--- src/rtl/wb_port_arbiter_pkg.sv ---
// Shared widths and the MDU result FIFO entry layout for the writeback port arbiter.
package wb_port_arbiter_pkg;

    localparam int REG_W  = 5;
    localparam int DATA_W = 32;

    typedef struct packed {
        logic              live;
        logic [REG_W-1:0]  addr;
        logic [DATA_W-1:0] data;
    } md_entry_t;

endpackage

--- src/rtl/wb_md_fifo.sv ---
// MDU result FIFO: circular storage with per-entry live bits, kill-by-address,
// automatic popping of dead heads, and a pending-write lookup for decode.
module wb_md_fifo
    import wb_port_arbiter_pkg::*;
#(
    parameter int DEPTH = 2
) (
    input  logic              clk,
    input  logic              rst,
    input  logic              push,
    input  logic              push_dead,
    input  logic [REG_W-1:0]  push_addr,
    input  logic [DATA_W-1:0] push_data,
    input  logic              pop_grant,
    input  logic              kill_en,
    input  logic [REG_W-1:0]  kill_addr,
    input  logic [REG_W-1:0]  qry_a,
    input  logic [REG_W-1:0]  qry_b,
    output logic              full,
    output logic              head_live,
    output logic [REG_W-1:0]  head_addr,
    output logic [DATA_W-1:0] head_data,
    output logic              hit_a,
    output logic              hit_b
);

    localparam int PTR_W = (DEPTH > 1) ? $clog2(DEPTH) : 1;
    localparam int CNT_W = $clog2(DEPTH + 1);

    logic [DEPTH-1:0]  live_q, live_d;
    logic [REG_W-1:0]  addr_q [DEPTH];
    logic [REG_W-1:0]  addr_d [DEPTH];
    logic [DATA_W-1:0] data_q [DEPTH];
    logic [DATA_W-1:0] data_d [DEPTH];
    logic [PTR_W-1:0]  rd_ptr_q, rd_ptr_d;
    logic [PTR_W-1:0]  wr_ptr_q, wr_ptr_d;
    logic [CNT_W-1:0]  count_q, count_d;
    logic              head_present;
    logic              pop;

    // Head view and flow status seen by the grant logic.
    always_comb begin
        head_present = (count_q != '0);
        full         = (count_q == CNT_W'(DEPTH));
        head_live    = head_present && live_q[rd_ptr_q];
        head_addr    = addr_q[rd_ptr_q];
        head_data    = data_q[rd_ptr_q];
        // A granted head or a dead head leaves the queue; the grant only ever
        // targets a live head, so this is at most one pop per cycle.
        pop          = head_present && (pop_grant || !live_q[rd_ptr_q]);
    end

    // Next-state for storage, live bits, pointers and occupancy.
    always_comb begin
        live_d   = live_q;
        addr_d   = addr_q;
        data_d   = data_q;
        rd_ptr_d = rd_ptr_q;
        wr_ptr_d = wr_ptr_q;
        count_d  = count_q;
        // A newer pipeline write supersedes every buffered result to that register.
        if (kill_en) begin
            for (int i = 0; i < DEPTH; i++) begin
                if (addr_q[i] == kill_addr) begin
                    live_d[i] = 1'b0;
                end
            end
        end
        // Popped slots drop their live bit so the lookup only sees stored entries.
        if (pop) begin
            live_d[rd_ptr_q] = 1'b0;
            rd_ptr_d         = rd_ptr_q + 1'b1;
        end
        if (push) begin
            live_d[wr_ptr_q] = !push_dead;
            addr_d[wr_ptr_q] = push_addr;
            data_d[wr_ptr_q] = push_data;
            wr_ptr_d         = wr_ptr_q + 1'b1;
        end
        case ({push, pop})
            2'b10:   count_d = count_q + 1'b1;
            2'b01:   count_d = count_q - 1'b1;
            default: count_d = count_q;
        endcase
    end

    // Decode lookup: does any live entry still owe a write to the queried register.
    always_comb begin
        hit_a = 1'b0;
        hit_b = 1'b0;
        for (int i = 0; i < DEPTH; i++) begin
            if (live_q[i] && (addr_q[i] == qry_a)) hit_a = 1'b1;
            if (live_q[i] && (addr_q[i] == qry_b)) hit_b = 1'b1;
        end
        if (qry_a == '0) hit_a = 1'b0;
        if (qry_b == '0) hit_b = 1'b0;
    end

    // Control state: pointers, count and live bits clear on reset.
    always_ff @(posedge clk) begin
        if (rst) begin
            live_q   <= '0;
            rd_ptr_q <= '0;
            wr_ptr_q <= '0;
            count_q  <= '0;
        end else begin
            live_q   <= live_d;
            rd_ptr_q <= rd_ptr_d;
            wr_ptr_q <= wr_ptr_d;
            count_q  <= count_d;
        end
    end

    // Payload storage carries no reset; live bits gate its visibility.
    always_ff @(posedge clk) begin
        addr_q <= addr_d;
        data_q <= data_d;
    end

endmodule

--- src/rtl/wb_port_arbiter.sv ---
// Register-file write port arbiter between the writeback stage and the MDU.
// Pipeline writes win unless the buffered MDU head has aged out, in which case
// the MDU result is forced through and writeback is stalled.
module wb_port_arbiter
    import wb_port_arbiter_pkg::*;
#(
    parameter int DEPTH    = 2,
    parameter int MAX_WAIT = 4
) (
    input  logic                clk,
    input  logic                rst,
    input  logic                wb_we,
    input  logic [4:0]          wb_waddr,
    input  logic [31:0]         wb_wdata,
    input  logic                md_valid,
    input  logic [4:0]          md_waddr,
    input  logic [31:0]         md_wdata,
    output logic                md_ready,
    output logic                stall,
    output logic                rf_we,
    output logic [4:0]          rf_waddr,
    output logic [31:0]         rf_wdata,
    input  logic [4:0]          qry_a,
    input  logic [4:0]          qry_b,
    output logic                hit_a,
    output logic                hit_b
);

    localparam int WAIT_W = $clog2(MAX_WAIT + 1);

    logic              fifo_full;
    logic              head_live;
    logic [REG_W-1:0]  head_addr;
    logic [DATA_W-1:0] head_data;
    logic              fifo_hit_a;
    logic              fifo_hit_b;
    logic              push;
    logic              push_dead;
    logic              force_wr;
    logic              wb_go;
    logic              md_go;
    logic [WAIT_W-1:0] wait_q, wait_d;

    wb_md_fifo #(
        .DEPTH (DEPTH)
    ) u_fifo (
        .clk       (clk),
        .rst       (rst),
        .push      (push),
        .push_dead (push_dead),
        .push_addr (md_waddr),
        .push_data (md_wdata),
        .pop_grant (md_go),
        .kill_en   (wb_go),
        .kill_addr (wb_waddr),
        .qry_a     (qry_a),
        .qry_b     (qry_b),
        .full      (fifo_full),
        .head_live (head_live),
        .head_addr (head_addr),
        .head_data (head_data),
        .hit_a     (fifo_hit_a),
        .hit_b     (fifo_hit_b)
    );

    // Grant selection, write-port mux and the head age counter update.
    always_comb begin
        md_ready  = !rst && !fifo_full;
        // Results addressed to $0 are accepted and dropped.
        push      = md_valid && md_ready && (md_waddr != '0);
        // Aging depends on registered state only, so stall has no input path.
        force_wr  = head_live && (wait_q == WAIT_W'(MAX_WAIT));
        wb_go     = !rst && !force_wr && wb_we && (wb_waddr != '0);
        md_go     = !rst && (force_wr || (!wb_go && head_live));
        // An MDU result arriving alongside a newer WB write to the same register is stale.
        push_dead = wb_go && (md_waddr == wb_waddr);
        stall     = !rst && force_wr;
        rf_we     = wb_go || md_go;
        rf_waddr  = md_go ? head_addr : wb_waddr;
        rf_wdata  = md_go ? head_data : wb_wdata;
        hit_a     = !rst && fifo_hit_a;
        hit_b     = !rst && fifo_hit_b;
        if (!head_live || md_go) begin
            wait_d = '0;
        end else if (wait_q != WAIT_W'(MAX_WAIT)) begin
            wait_d = wait_q + 1'b1;
        end else begin
            wait_d = wait_q;
        end
    end

    // Head age counter.
    always_ff @(posedge clk) begin
        if (rst) begin
            wait_q <= '0;
        end else begin
            wait_q <= wait_d;
        end
    end

endmodule

--- config.mk ---
export PLATFORM = sky130hd
export DESIGN_NAME = wb_port_arbiter
export DESIGN_NICKNAME = d
export VERILOG_FILES = /design/src/rtl/wb_port_arbiter_pkg.sv /design/src/rtl/wb_md_fifo.sv /design/src/rtl/wb_port_arbiter.sv
export SDC_FILE = /design/constraint.sdc
export NUM_CORES = 1
export LEC_CHECK = 0
export BUFFER_PORTS_ARGS = -buffer_cell sky130_fd_sc_hd__clkbuf_2
export CAP_MARGIN = 0
export CORE_MARGIN = 5
export CORE_UTILIZATION = 35
export CTS_CLUSTER_SIZE = 14
export DETAILED_ROUTE_END_ITERATION = 8
export PLACE_DENSITY_LB_ADDON = 0.08
export SLEW_MARGIN = 10
export SYNTH_ARGS = -nofsm -noshare
export SYNTH_HDL_FRONTEND = slang
export SYNTH_SLANG_ARGS = --single-unit
--- constraint.sdc ---
create_clock -name clk -period 6.4 [get_ports clk]
set_input_delay 0.64 -clock clk [delete_from_list [all_inputs] [get_ports clk]]
set_output_delay 0.64 -clock clk [all_outputs]
set_load 0.01 [all_outputs]
After elaboration in Yosys (flattened, before gate mapping)

Index checks and enable logic that the tools add are counted.

$add $sub $neg: 5
Magnitude comparators: 7
Eq/ne operators: 12
Mux-type cells: 33
Bitwise operators: 4
Reductions and logical operators: 40

Operator list:

| cell                | number |
|---|---|
| $mux 32             | 5 |
| $bwmux 64           | 1 |
| $eq 5x5->1          | 7 |
| $demux 32 s1        | 1 |
| $mux 5              | 5 |
| $logic_and 1x1->1   | 22 |
| $mux 1              | 12 |
| $bwmux 10           | 1 |
| $logic_not 5->1     | 2 |
| $reduce_bool 5->1   | 2 |
| $logic_not 1->1     | 7 |
| $mux 2              | 3 |
| $demux 5 s1         | 1 |
| $eq 2x2->1 const B  | 2 |
| $ge 2x2->1 const B  | 2 |
| $logic_or 1x1->1    | 4 |
| $lt 1x2->1 const B  | 2 |
| $not 1->2           | 2 |
| $pmux 2 s2          | 1 |
| $reduce_bool 2->1   | 2 |
| $add 3x1->3 const B | 1 |
| $eq 3x3->1 const B  | 1 |
| $ne 3x3->1 const B  | 1 |
| $add 1x1->1 const B | 2 |
| 10 further kinds    | 12 |

Bits in registers: 83
Input bits: 88
Output and inout bits: 42
Word-level logic and storage cells: 110

Logic depth before layout (Yosys ltp)

Gate-level depths: netlist of run 1.

Depth after elaboration: 17
Depth in mapped cells: 12
Mapped depth without buffers: 10

By module

Synthesis of run 1 repeated with hierarchy kept, for this count alone.

Cells, all modules: 281
Area total of the unflattened synthesis: 4171.5 um2

By module, submodules not included:

| module          | instances | cells each | area an instance (um2) | seq. area each (um2) |
|---|---|---|---|---|
| wb_md_fifo      | 1         | 200        | 3339.5                 | 2342.2 |
| wb_port_arbiter | 1         | 81         | 832.0                  | 60.1 |

Worst setup path after synthesis of run 1

OpenSTA, ideal clock, no wires.

Kind: input to register
Start: in wb_waddr[1]
End: reg u_fifo.count_q[1]
Setup time: 70 ps
Arrival: 2738 ps
Data required time: 6330 ps
Setup slack: 3593 ps
Stages on the path: 9
Buffers on the path: 2
Cells stage by stage: or4_4 > o211a_4 > nand2b_4 > buf_6 > buf_6 > a21oi_1 > ha_1 > or3_1 > a21oi_1

Word-level cells in the longest chain between the ends: 10
Elaborated cells on any way between the ends: 12
Classes of those cells: 2 x eq/ne; 1 x mux; 9 x reduce/logical

Ends and longest elaborated chain:

| element                                         | line                  | source |
|---|---|---|
| start, declared                                 | wb_port_arbiter.sv:13 | `input logic [4:0] wb_waddr,` |
| $reduce_bool 5->1 (*)                           | wb_port_arbiter.sv:73 | `wb_go = !rst && !force_wr && wb_we && (wb_waddr != '0);` |
| $logic_and 1x1->1 (*)                           | wb_port_arbiter.sv:73 |  |
| $logic_not 1->1 (*)                             | wb_port_arbiter.sv:74 | `md_go = !rst && (force_wr \|\| (!wb_go && head_live));` |
| $logic_and 1x1->1 (*)                           | wb_port_arbiter.sv:74 |  |
| $logic_or 1x1->1 (*)                            | wb_port_arbiter.sv:74 |  |
| $logic_and 1x1->1 (*)                           | wb_port_arbiter.sv:74 |  |
| $logic_or 1x1->1 (*)                            | wb_md_fifo.sv:50      | `pop = head_present && (pop_grant \|\| !live_q[rd_ptr_q]);` |
| $logic_and 1x1->1 (*)                           | wb_md_fifo.sv:50      |  |
| $eq 2x1->1 or $eq 2x2->1 (tied branches)        | wb_md_fifo.sv:80      | `case ({push, pop})` |
| $pmux 2 s2 or $reduce_bool 2->1 (tied branches) | --                    |  |
| end signal, assigned                            | wb_md_fifo.sv:110     | `count_q <= count_d;` |
| end, declared                                   | wb_md_fifo.sv:37      | `logic [CNT_W-1:0] count_q, count_d;` |

Every way passes the cells marked *; elsewhere a longest branch is shown, timed or not.
A chain may end at the register's enable or synchronous reset.

Worst setup path in the final report of run 1

Start: in wb_waddr[1]
End: out rf_wdata[0]

Word-level cells in the longest chain between the ends: 7

Ends and longest elaborated chain:

| element           | line                  | source |
|---|---|---|
| $reduce_bool 5->1 | wb_port_arbiter.sv:73 |  |
| $logic_and 1x1->1 | wb_port_arbiter.sv:73 |  |
| $logic_not 1->1   | wb_port_arbiter.sv:74 |  |
| $logic_and 1x1->1 | wb_port_arbiter.sv:74 |  |
| $logic_or 1x1->1  | wb_port_arbiter.sv:74 |  |
| $logic_and 1x1->1 | wb_port_arbiter.sv:74 |  |
| $mux 32           | wb_port_arbiter.sv:80 | `rf_wdata = md_go ? head_data : wb_wdata;` |
| end, declared     | wb_port_arbiter.sv:22 | `output logic [31:0] rf_wdata,` |

No other way between the ends.

==> flow_summary.json, run 1 <==
{
  "start_kind": "input pin",
  "clkSinkCount": 83,
  "clock_path_buffers": 2,
  "fin_skew_ns": 0.00480,
  "ctsRootBufferMaster": "clkbuf_16",
  "ys_seq_area_share_pct": 57.7,
  "power.leakage_uw": 0.00211,
  "syn-instance-count": 280,
  "crit_path_cell_trace": "clkbuf_2 -> or4_4 -> o211a_4 -> nand2b_4 -> mux2_2 -> clkbuf_2",
  "relSlewSlack_pct": 55.8,
  "routed_wl_um": 9130,
  "ios": 130,
  "start_util_pct": 36.0,
  "grt_max_degree": 42,
  "netlist.top_cell.by_area": "edfxtp_1",
  "max-cap-violations": 0,
  "ys_warn_count": 0,
  "viasPerCell": 4.88,
  "yosysTopAreaCellShare_pct": 53.3,
  "path_class": "in -> out",
  "placement_rows": 39,
  "synth_cell_types": 34,
  "path_max_fanout": 38,
  "critPathArrivalTime_ns": 2.65,
  "syn_to_final_growth_pct": 26.3,
  "die_area_um2": 14200,
  "crit_cells": 6,
  "switching_power_uw": 408,
  "final_util_pct": 45.5,
  "syn_area_per_cell_um2": 14.9,
  "dp_hpwl_um": 6540,
  "antenna_found_initial": 0,
  "drc": 0,
  "grt_pass1_vias": 2904,
  "period_share_pct": 51.4,
  "cts_hold_buf": 0,
  "core_area_um2": 11600,
  "p_int_uw": 1180,
  "path_buf_inv": 2,
  "synth-edff-count": 74,
  "gp_congestion": 0.826,
  "power.density_nw_per_um2": 303,
  "max_clock_freq_ghz": 0.304,
  "ys.flop_type": "edfxtp_1",
  "crit_family": "simple AND/OR/NAND/NOR gates",
  "synth_nets": 371,
  "period_needed_ns": 3.29,
  "power_frac_clock_pct": 33.4,
  "min_path_type": "reg -> reg",
  "cp_slowest_cell": "or4_4",
  "critPathRequiredTime_ns": 5.76,
  "port_buffers": 129,
  "ctsResizeCount": 0,
  "wl_per_cell_um": 16.3,
  "synthesis.area_um2": 4170,
  "clock_latency_ns": 0.32,
  "pwr-share-comb_pct": 24.6,
  "async_flop_share_pct": 0,
  "grt_pass1_wl_um": 14600,
  "cts_tree": "yes",
  "switching_share_pct": 25.7,
  "synth_area_leaders": "edfxtp_1 53%, mux2_2 15%, mux2_4 6.8%",
  "cts_inserted_buffers": 9,
  "n_antenna_cell": 0,
  "htree_levels": 3,
  "min_path_cells": 1,
  "cpPeakStageDelay_ns": 0.56,
  "dr.pass1.iters": 4,
  "grt_remaining_overflow": 0,
  "vias": 2733,
  "synth_seq_cells": 83,
  "clk_pin_slew_ns": 0.06,
  "crit_path_end_kind": "output pin",
  "tightest_slew_ns": 0.662,
  "grt_usage_pct": 13.0,
  "dr.first_iter.drc_count": 79,
  "ir_drop_mv": 0.142,
  "fin_nets": 503,
  "status": "completed",
  "die_w_um": 119,
  "finalHoldViolCount": 0,
  "reg2regPathDepth": 7,
  "cp_common_cell": "clkbuf_2",
  "seqPwrFrac_pct": 42.0,
  "ant_nets": 0,
  "drv_slew": 0,
  "die_h_um": 119,
  "grt_setup_unrepaired": "false",
  "finalSetupViolations": 0,
  "drive_above_1_share_pct": 54.2,
  "post_cts_buffers": 0,
  "setup_tns_ns": 0
}
-- state kept, by name (all words and copies together), names as in the netlist --
signal           count
wait_q               3
u_fifo.addr_q       10
u_fifo.live_q        2
u_fifo.rd_ptr_q      1
u_fifo.wr_ptr_q      1
u_fifo.data_q       64
u_fifo.count_q       2
-- synthesized netlist by cell type, types with 2 or more instances --
master	instances
a21oi_1	7
nand2_1	5
nor4_1	7
buf_6	3
mux2_4	19
o32ai_1	2
or3_1	3
mux2_2	56
edfxtp_1	74
dfxtp_1	9
nor2_1	6
clkbuf_1	6
nor3_1	4
or4_1	3
inv_1	7
o21ai_0	7
xnor2_1	21
o311ai_0	2
nand3_1	6
ha_1	3
xor2_1	17
-- through the flow --
stage | instances | instance area, um2 | hold slack [ns] | setup WS, ns | total power [uW]
global route | 560 | 5260 | 0.477 | 3.01 | 1680
CTS | 560 | 5260 | 0.454 | 3.07 | 1620
floorplan | 280 | 4170 | 0.417 | 3.59 | 958
detailed placement | 544 | 4950 | 0.446 | 3.06 | 1080
finish | 560 | 5260 | 0.452 | 3.11 | 1590
global placement | 544 | 4950 | 0.430 | 3.11 | 1080
-- cell families (layout without fill, tap and decap cells) --
group	count (synthesis)	in the layout	synth area share, %
DFF	83	83	57.7
adders and majority gates	3	3	0.901
muxes	76	76	22.2
AOI/OAI and AO/OA	23	23	3.73
and+or+nand+nor	39	39	5.29
xor gates and xnor gates	38	38	7.99
buffers and inverters	18	155	2.19
-- cell usage in the layout (no fill, tap or decap), drive strengths merged --
master      n
xor2       17
a21o        1
nand2b      1
buf         3
mux2i       1
dfxtp       9
bufinv      2
o21a        1
or4         4
mux2       75
nor2        6
clkinv      4
o32ai       2
or2         1
edfxtp     74
inv         5
a21oi       7
clkinvlp    1
o21ai       7
nand3       6
clkbuf    140
nand2       5
or3         3
and3        1
o211ai      1
nor4        7
xnor2      21
ha          3
o211a       2
nor3        4
nand4       1
o311ai      2
-- per-layer routing --
| layer | global-route usage (%) | part of all wire (%) | vias to the layer above |
|---|---|---|---|
| met5 | 0 | 0 | - |
| met4 | 4.78 | 0.71 | 0 |
| met3 | 3.41 | 6.7 | 4 |
| met2 | 22.4 | 51 | 86 |
| met1 | 15.8 | 42 | 1314 |
| li1 | - | - | 1329 |
-- cell type report --
type                            instances  area [um2]
Sequential cell                        83        2400
Inverter                                7        26.3
Tap cell                              143         179
Clock buffer                           11         233
Clock inverter                          5        77.6
Timing Repair Buffer                  132         668
Fill cell                            1090        6310
Multi-Input combinational cell        179        1670
-- power by group through the flow --
stage	sequential, uW	clock (uW)	combinational (uW)
finish	669	531	391
CTS	670	549	401
floorplan	668	0	290
detailed placement	681	0	398
global placement	680	0	397
global route	674	570	432
-- final timing paths --
check	from	end	slack, ns
hold / removal	wait_q[0]	wait_q[0]	0.45
hold reg to reg	wait_q[0]	wait_q[0]	0.45
setup reg to reg	u_fifo.count_q[0]	u_fifo.count_q[1]	3.64
setup / recovery	wb_waddr[1]	rf_wdata[0]	3.11
No activity file was read; power rests on OpenSTA's default activity.
==> run 2, diff against run 1 <==
==> constraint.sdc (replaced) <==
create_clock -name clk -period 3.2 [get_ports clk]
set_input_delay 0.32 -clock clk [delete_from_list [all_inputs] [get_ports clk]]
set_output_delay 0.32 -clock clk [all_outputs]
set_load 0.01 [all_outputs]
==> run 2 against run 1 <==
Via count down 0.51%. Total power up 100%. Die area unchanged. Highest routed layer unchanged.
==> flow_summary.json, run 2 (same netlist as run 1, synthesis figures left out) <==
{
  "status": "completed",
  "cts_hold_buf": 0,
  "critPathRequiredTime_ns": 2.88,
  "gp_congestion": 0.799,
  "cpPeakStageDelay_ns": 0.42,
  "final_cell_mix": "129 x clkbuf_2, 74 x edfxtp_1, 56 x mux2_2",
  "top_regs": "u_fifo.data_q (64), u_fifo.addr_q (10), wait_q (3)",
  "fin_ws_ns": 0.387,
  "crit_path_cell_trace": "inv_1 -> ha_1 -> nand2_1 -> o211a_4 -> nand2b_4 -> buf_4 -> mux2_2 -> clkbuf_2",
  "finalHoldViolCount": 0,
  "grt_pass1_vias": 2871,
  "fillers": 1048,
  "syn_to_final_growth_pct": 27.3,
  "regMostFlops": "u_fifo.data_q",
  "period_share_pct": 87.9,
  "path_class": "reg -> out",
  "grt_max_degree": 42,
  "die_area_um2": 14200,
  "critical_path.endpoint": "rf_waddr[3]",
  "p_int_uw": 2380,
  "seqPwrFrac_pct": 41.4,
  "die_w_um": 119,
  "power_uw": 3230,
  "viasPerCell": 4.82,
  "tightest_slew_ns": 0.570,
  "final_common_cell": "clkbuf_2",
  "max-cap-violations": 0,
  "dr.pass1.iters": 4,
  "power.leakage_uw": 0.00213,
  "clk_pin_slew_ns": 0.06,
  "die_h_um": 119,
  "drive_above_1_share_pct": 55.1,
  "max_clock_freq_ghz": 0.355,
  "post_cts_buffers": 0,
  "fin_nets": 507,
  "placed_cell_area_um2": 4980,
  "drc": 0,
  "power_frac_clock_pct": 34.2,
  "wl_per_cell_um": 16.4,
  "preCtsSetupSlack_ns": 0.499,
  "cp-startpoint": "wait_q[0]",
  "ctsRootBufferMaster": "clkbuf_16",
  "reg2reg_to": "u_fifo.count_q[1]",
  "dr.first_iter.drc_count": 119,
  "clock_latency_ns": 0.33,
  "period_needed_ns": 2.81,
  "crit_path_end_kind": "output pin",
  "min_path_cells": 1,
  "grt_remaining_overflow": 0,
  "htree_levels": 3,
  "grt_usage_pct": 13.1,
  "core_area_um2": 11600,
  "grt_pass1_wl_um": 14500,
  "fin_skew_ns": 0.00392,
  "ant_nets": 0,
  "setup_tns_ns": 0,
  "final_area_um2": 5300,
  "cp_slowest_cell": "buf_4",
  "start_util_pct": 36.0,
  "drv_slew": 0,
  "routed_wl_um": 9220,
  "r2r_slack_ns": 0.85,
  "ir_drop_mv": 0.240,
  "path_max_fanout": 29,
  "clock_path_buffers": 2,
  "reg2reg_from": "u_fifo.count_q[0]",
  "power.density_nw_per_um2": 609,
  "switching_power_uw": 851,
  "ios": 130,
  "grt_setup_unrepaired": "false",
  "clkSinkCount": 83,
  "reg2regPathDepth": 7,
  "start_kind": "flip-flop",
  "ctsResizeCount": 0,
  "min_path_type": "in -> reg",
  "cts_inserted_buffers": 9,
  "finalSetupViolations": 0,
  "largest_reg_flops": 64,
  "dp_hpwl_um": 6870,
  "n_antenna_cell": 0,
  "critPathArrivalTime_ns": 2.49,
  "cts_tree": "yes",
  "vias": 2719,
  "placement_rows": 39,
  "switching_share_pct": 26.4,
  "antenna_found_initial": 0,
  "port_buffers": 129,
  "pwr-share-comb_pct": 24.4,
  "relSlewSlack_pct": 62.0
}
==> run 2: final cells by class <==
| type | count | area (um2) | share of cell area, % |
|---|---|---|---|
| well taps | 143 | 179 | 3.37 |
| repair buffers | 136 | 698 | 13.2 |
| flip-flops and latches | 83 | 2400 | 45.3 |
| inverters | 7 | 26.3 | 0.496 |
| clock inverters | 7 | 98.8 | 1.86 |
| multi-input cells | 179 | 1670 | 31.5 |
| clock buffers | 9 | 225 | 4.25 |
==> run 2: worst min path at each step <==
stage,start,to,slack (ns)
3_3_place_gp,wait_q[0],wait_q[0],0.43
6_report,md_wdata[22],u_fifo.data_q[22],0.18
4_1_cts,md_wdata[22],u_fifo.data_q[22],0.16
2_1_floorplan,rst,u_fifo.count_q[1],0.39
5_1_grt,md_wdata[21],u_fifo.data_q[53],0.16
3_5_place_dp,wait_q[0],wait_q[0],0.44
==> run 2: layer usage <==
metal | vias to the layer above | part of all wire [%] | GRT usage [%]
li1 | 1333 | - | -
met5 | - | 0 | 0
met4 | 0 | 0.62 | 3.91
met3 | 4 | 5.7 | 4.22
met2 | 86 | 50 | 22.9
met1 | 1296 | 44 | 15.2
==> run 2: critical path: cells and delay by family (launching register included) <==
kind,cells,cell delay [ns]
buf+inv,3,0.60
fa+ha+maj,1,0.18
compound gates,1,0.22
mux,1,0.39
simple gates,2,0.37
flops,1,0.35
==> run 2: power by group through the flow <==
stage               sequential, uW  clock, uW  combinational, uW
global placement              1360          0                805
global route                  1350       1190                861
CTS                           1340       1140                808
detailed placement            1360          0                804
floorplan                     1340          0                580
finish                        1340       1100                787
==> run 2: metrics by stage <==
stage / cells / util [%] / hold WS, ns
finish: 564 / 45.9 / 0.178
global route: 564 / 45.9 / 0.162
CTS: 564 / 45.9 / 0.160
detailed placement: 548 / 43.0 / 0.442
global placement: 548 / 43.0 / 0.431
floorplan: 280 / - / 0.389
==> run 3, diff against run 2 <==
--- a/config.mk
+++ b/config.mk
@@ -5,13 +5,14 @@
 export SDC_FILE = /design/constraint.sdc
 export NUM_CORES = 1
 export LEC_CHECK = 0
+export ABC_AREA = 1
 export BUFFER_PORTS_ARGS = -buffer_cell sky130_fd_sc_hd__clkbuf_2
 export CAP_MARGIN = 0
 export CORE_MARGIN = 5
 export CORE_UTILIZATION = 35
 export CTS_CLUSTER_SIZE = 14
 export DETAILED_ROUTE_END_ITERATION = 8
-export PLACE_DENSITY_LB_ADDON = 0.08
+export PLACE_DENSITY = 0.58
 export SLEW_MARGIN = 10
 export SYNTH_ARGS = -nofsm -noshare
 export SYNTH_HDL_FRONTEND = slang
==> run 3 against run 2 <==
Register-to-register slack improved by 0.36 ns. Combinational power fell by 9.7%. Synthesized area fell by 1.6%. Worst hold slack got worse by 0.0039 ns. Worst setup slack improved by 0.18 ns. Core utilization fell by 0.36 points. Design area fell by 1.6%.
==> flow_summary.json, run 3 <==
{
  "synth_seq_cells": 83,
  "cts_inserted_buffers": 9,
  "die_h_um": 118,
  "dp_hpwl_um": 8200,
  "ys_warn_count": 0,
  "critical_path.endpoint": "rf_wdata[10]",
  "htree_levels": 3,
  "numPlacedInstances": 685,
  "grt_usage_pct": 16.2,
  "dr.first_iter.drc_count": 239,
  "n_antenna_cell": 0,
  "power.density_nw_per_um2": 630,
  "final_util_pct": 45.5,
  "clk_pin_slew_ns": 0.06,
  "start_kind": "flip-flop",
  "fin_ws_ns": 0.563,
  "ys.flop_type": "edfxtp_1",
  "syn-instance-count": 423,
  "min_path_type": "in -> reg",
  "grt_setup_unrepaired": "false",
  "synthesis.area_um2": 4100,
  "r2r_slack_ns": 1.21,
  "syn_to_final_growth_pct": 27.2,
  "dr.pass1.iters": 5,
  "ios": 130,
  "drc": 0,
  "finalSetupViolations": 0,
  "ant_nets": 0,
  "max_clock_freq_ghz": 0.379,
  "final_common_cell": "clkbuf_2",
  "max-cap-violations": 0,
  "critPathRequiredTime_ns": 2.88,
  "top_regs": "u_fifo.data_q (64), u_fifo.addr_q (10), wait_q (3)",
  "die_area_um2": 14000,
  "ir_drop_mv": 0.353,
  "regMostFlops": "u_fifo.data_q",
  "path_class": "reg -> out",
  "drv_slew": 0,
  "start_util_pct": 35.8,
  "die_w_um": 118,
  "path_max_fanout": 24,
  "synth_nets": 514,
  "core_area_um2": 11500,
  "largest_reg_flops": 64,
  "cts_hold_buf": 0,
  "reg2reg_from": "u_fifo.rd_ptr_q",
  "final_cell_mix": "129 x clkbuf_2, 111 x nand2_1, 74 x edfxtp_1",
  "viasPerCell": 5.08,
  "clock_path_buffers": 2,
  "routed_wl_um": 11400,
  "period_needed_ns": 2.64,
  "clkSinkCount": 83,
  "async_flop_share_pct": 0,
  "synth_most_common_cell": "nand2_1",
  "post_cts_buffers": 0,
  "vias": 3561,
  "synth_area_leaders": "edfxtp_1 54%, nand2_1 10%, nor2_1 5.4%",
  "wl_per_cell_um": 16.2,
  "cp-startpoint": "u_fifo.rd_ptr_q",
  "port_buffers": 129,
  "grt_max_degree": 39,
  "cts_tree": "yes",
  "ys_seq_area_share_pct": 58.6,
  "synth-edff-count": 74,
  "grt_pass1_wl_um": 18400,
  "reg2regPathDepth": 12,
  "period_share_pct": 82.4,
  "finalNonFillerCells": 701,
  "crit_path_end_kind": "output pin",
  "gp_congestion": 0.901,
  "fin_nets": 644,
  "ctsRootBufferMaster": "clkbuf_16",
  "status": "completed",
  "netlist.top_cell.by_area": "edfxtp_1",
  "grt_pass1_vias": 3689,
  "finalHoldViolCount": 0,
  "antenna_found_initial": 0,
  "reg2reg_to": "u_fifo.count_q[1]",
  "fin_skew_ns": 0.00494,
  "drive_above_1_share_pct": 29.4,
  "grt_remaining_overflow": 0,
  "ctsResizeCount": 0,
  "setup_tns_ns": 0,
  "relSlewSlack_pct": 63.9,
  "preCtsSetupSlack_ns": 0.917,
  "power.leakage_uw": 0.00220,
  "clock_latency_ns": 0.33,
  "yosysTopAreaCellShare_pct": 54.2,
  "syn_area_per_cell_um2": 9.69,
  "synthTopCellsByCount": "111 x nand2_1, 74 x edfxtp_1, 59 x nor2_1",
  "synth_cell_types": 33,
  "critPathArrivalTime_ns": 2.32,
  "tightest_slew_ns": 0.541,
  "placement_rows": 39
}
==> run 3: worst min-delay path by stage <==
stage,start,end,cells after the start
global placement,wait_q[0],wait_q[0],1
finish,md_wdata[6],u_fifo.data_q[6],1
global route,md_wdata[8],u_fifo.data_q[8],1
CTS,md_wdata[8],u_fifo.data_q[40],1
detailed placement,wait_q[0],wait_q[0],1
floorplan,rst,u_fifo.live_q[0],1
==> run 3: metrics by stage <==
stage                     power [uW]  area [um2]  hold slack, ns
after floorplan                 1820        4100           0.389
after global placement          2070        4860           0.430
after detailed placement        2080        4860           0.445
after CTS                       3320        5220           0.164
after global routing            3460        5220           0.165
final                           3290        5220           0.174
==> run 3: final cells by class <==
cell class | instances | area [um2]
clock buffer | 11 | 233
clock inverter | 5 | 125
fill | 1097 | 6250
inverter | 35 | 134
multi-input combinational | 289 | 1440
sequential | 83 | 2400
tap | 143 | 179
timing repair buffer | 135 | 703
==> run 3: cell families after synthesis <==
| group | count (synthesis) | synth area share [%] |
|---|---|---|
| compound gates | 76 | 12.1 |
| xor+xnor | 12 | 2.56 |
| fa+ha+maj | 3 | 0.916 |
| buf+inv | 51 | 6.32 |
| flops | 83 | 58.6 |
| simple gates | 198 | 19.5 |
==> run 3: where the power goes <==
part,leakage [uW],internal [uW],switching (uW)
registers,0.000752,1270,63.1
logic,0.00127,237,474
clock network,0.000174,840,398
==> run 3: metal layers <==
metal	global-route usage, %	share of wire [%]
met4	6.16	1.4
met2	26.8	48
met1	20.2	42
met3	4.58	8.2
met5	0	0
==> run 3: critical path, cell delays in order, from the launching register on <==
cell      delay (ns)
dfxtp_2         0.46
nand2_1         0.10
nand2_2         0.10
nand2_2         0.08
nor2_4          0.10
nand2_2         0.08
inv_2           0.30
buf_4           0.32
nor2_1          0.07
a31oi_1         0.19
clkbuf_2        0.17
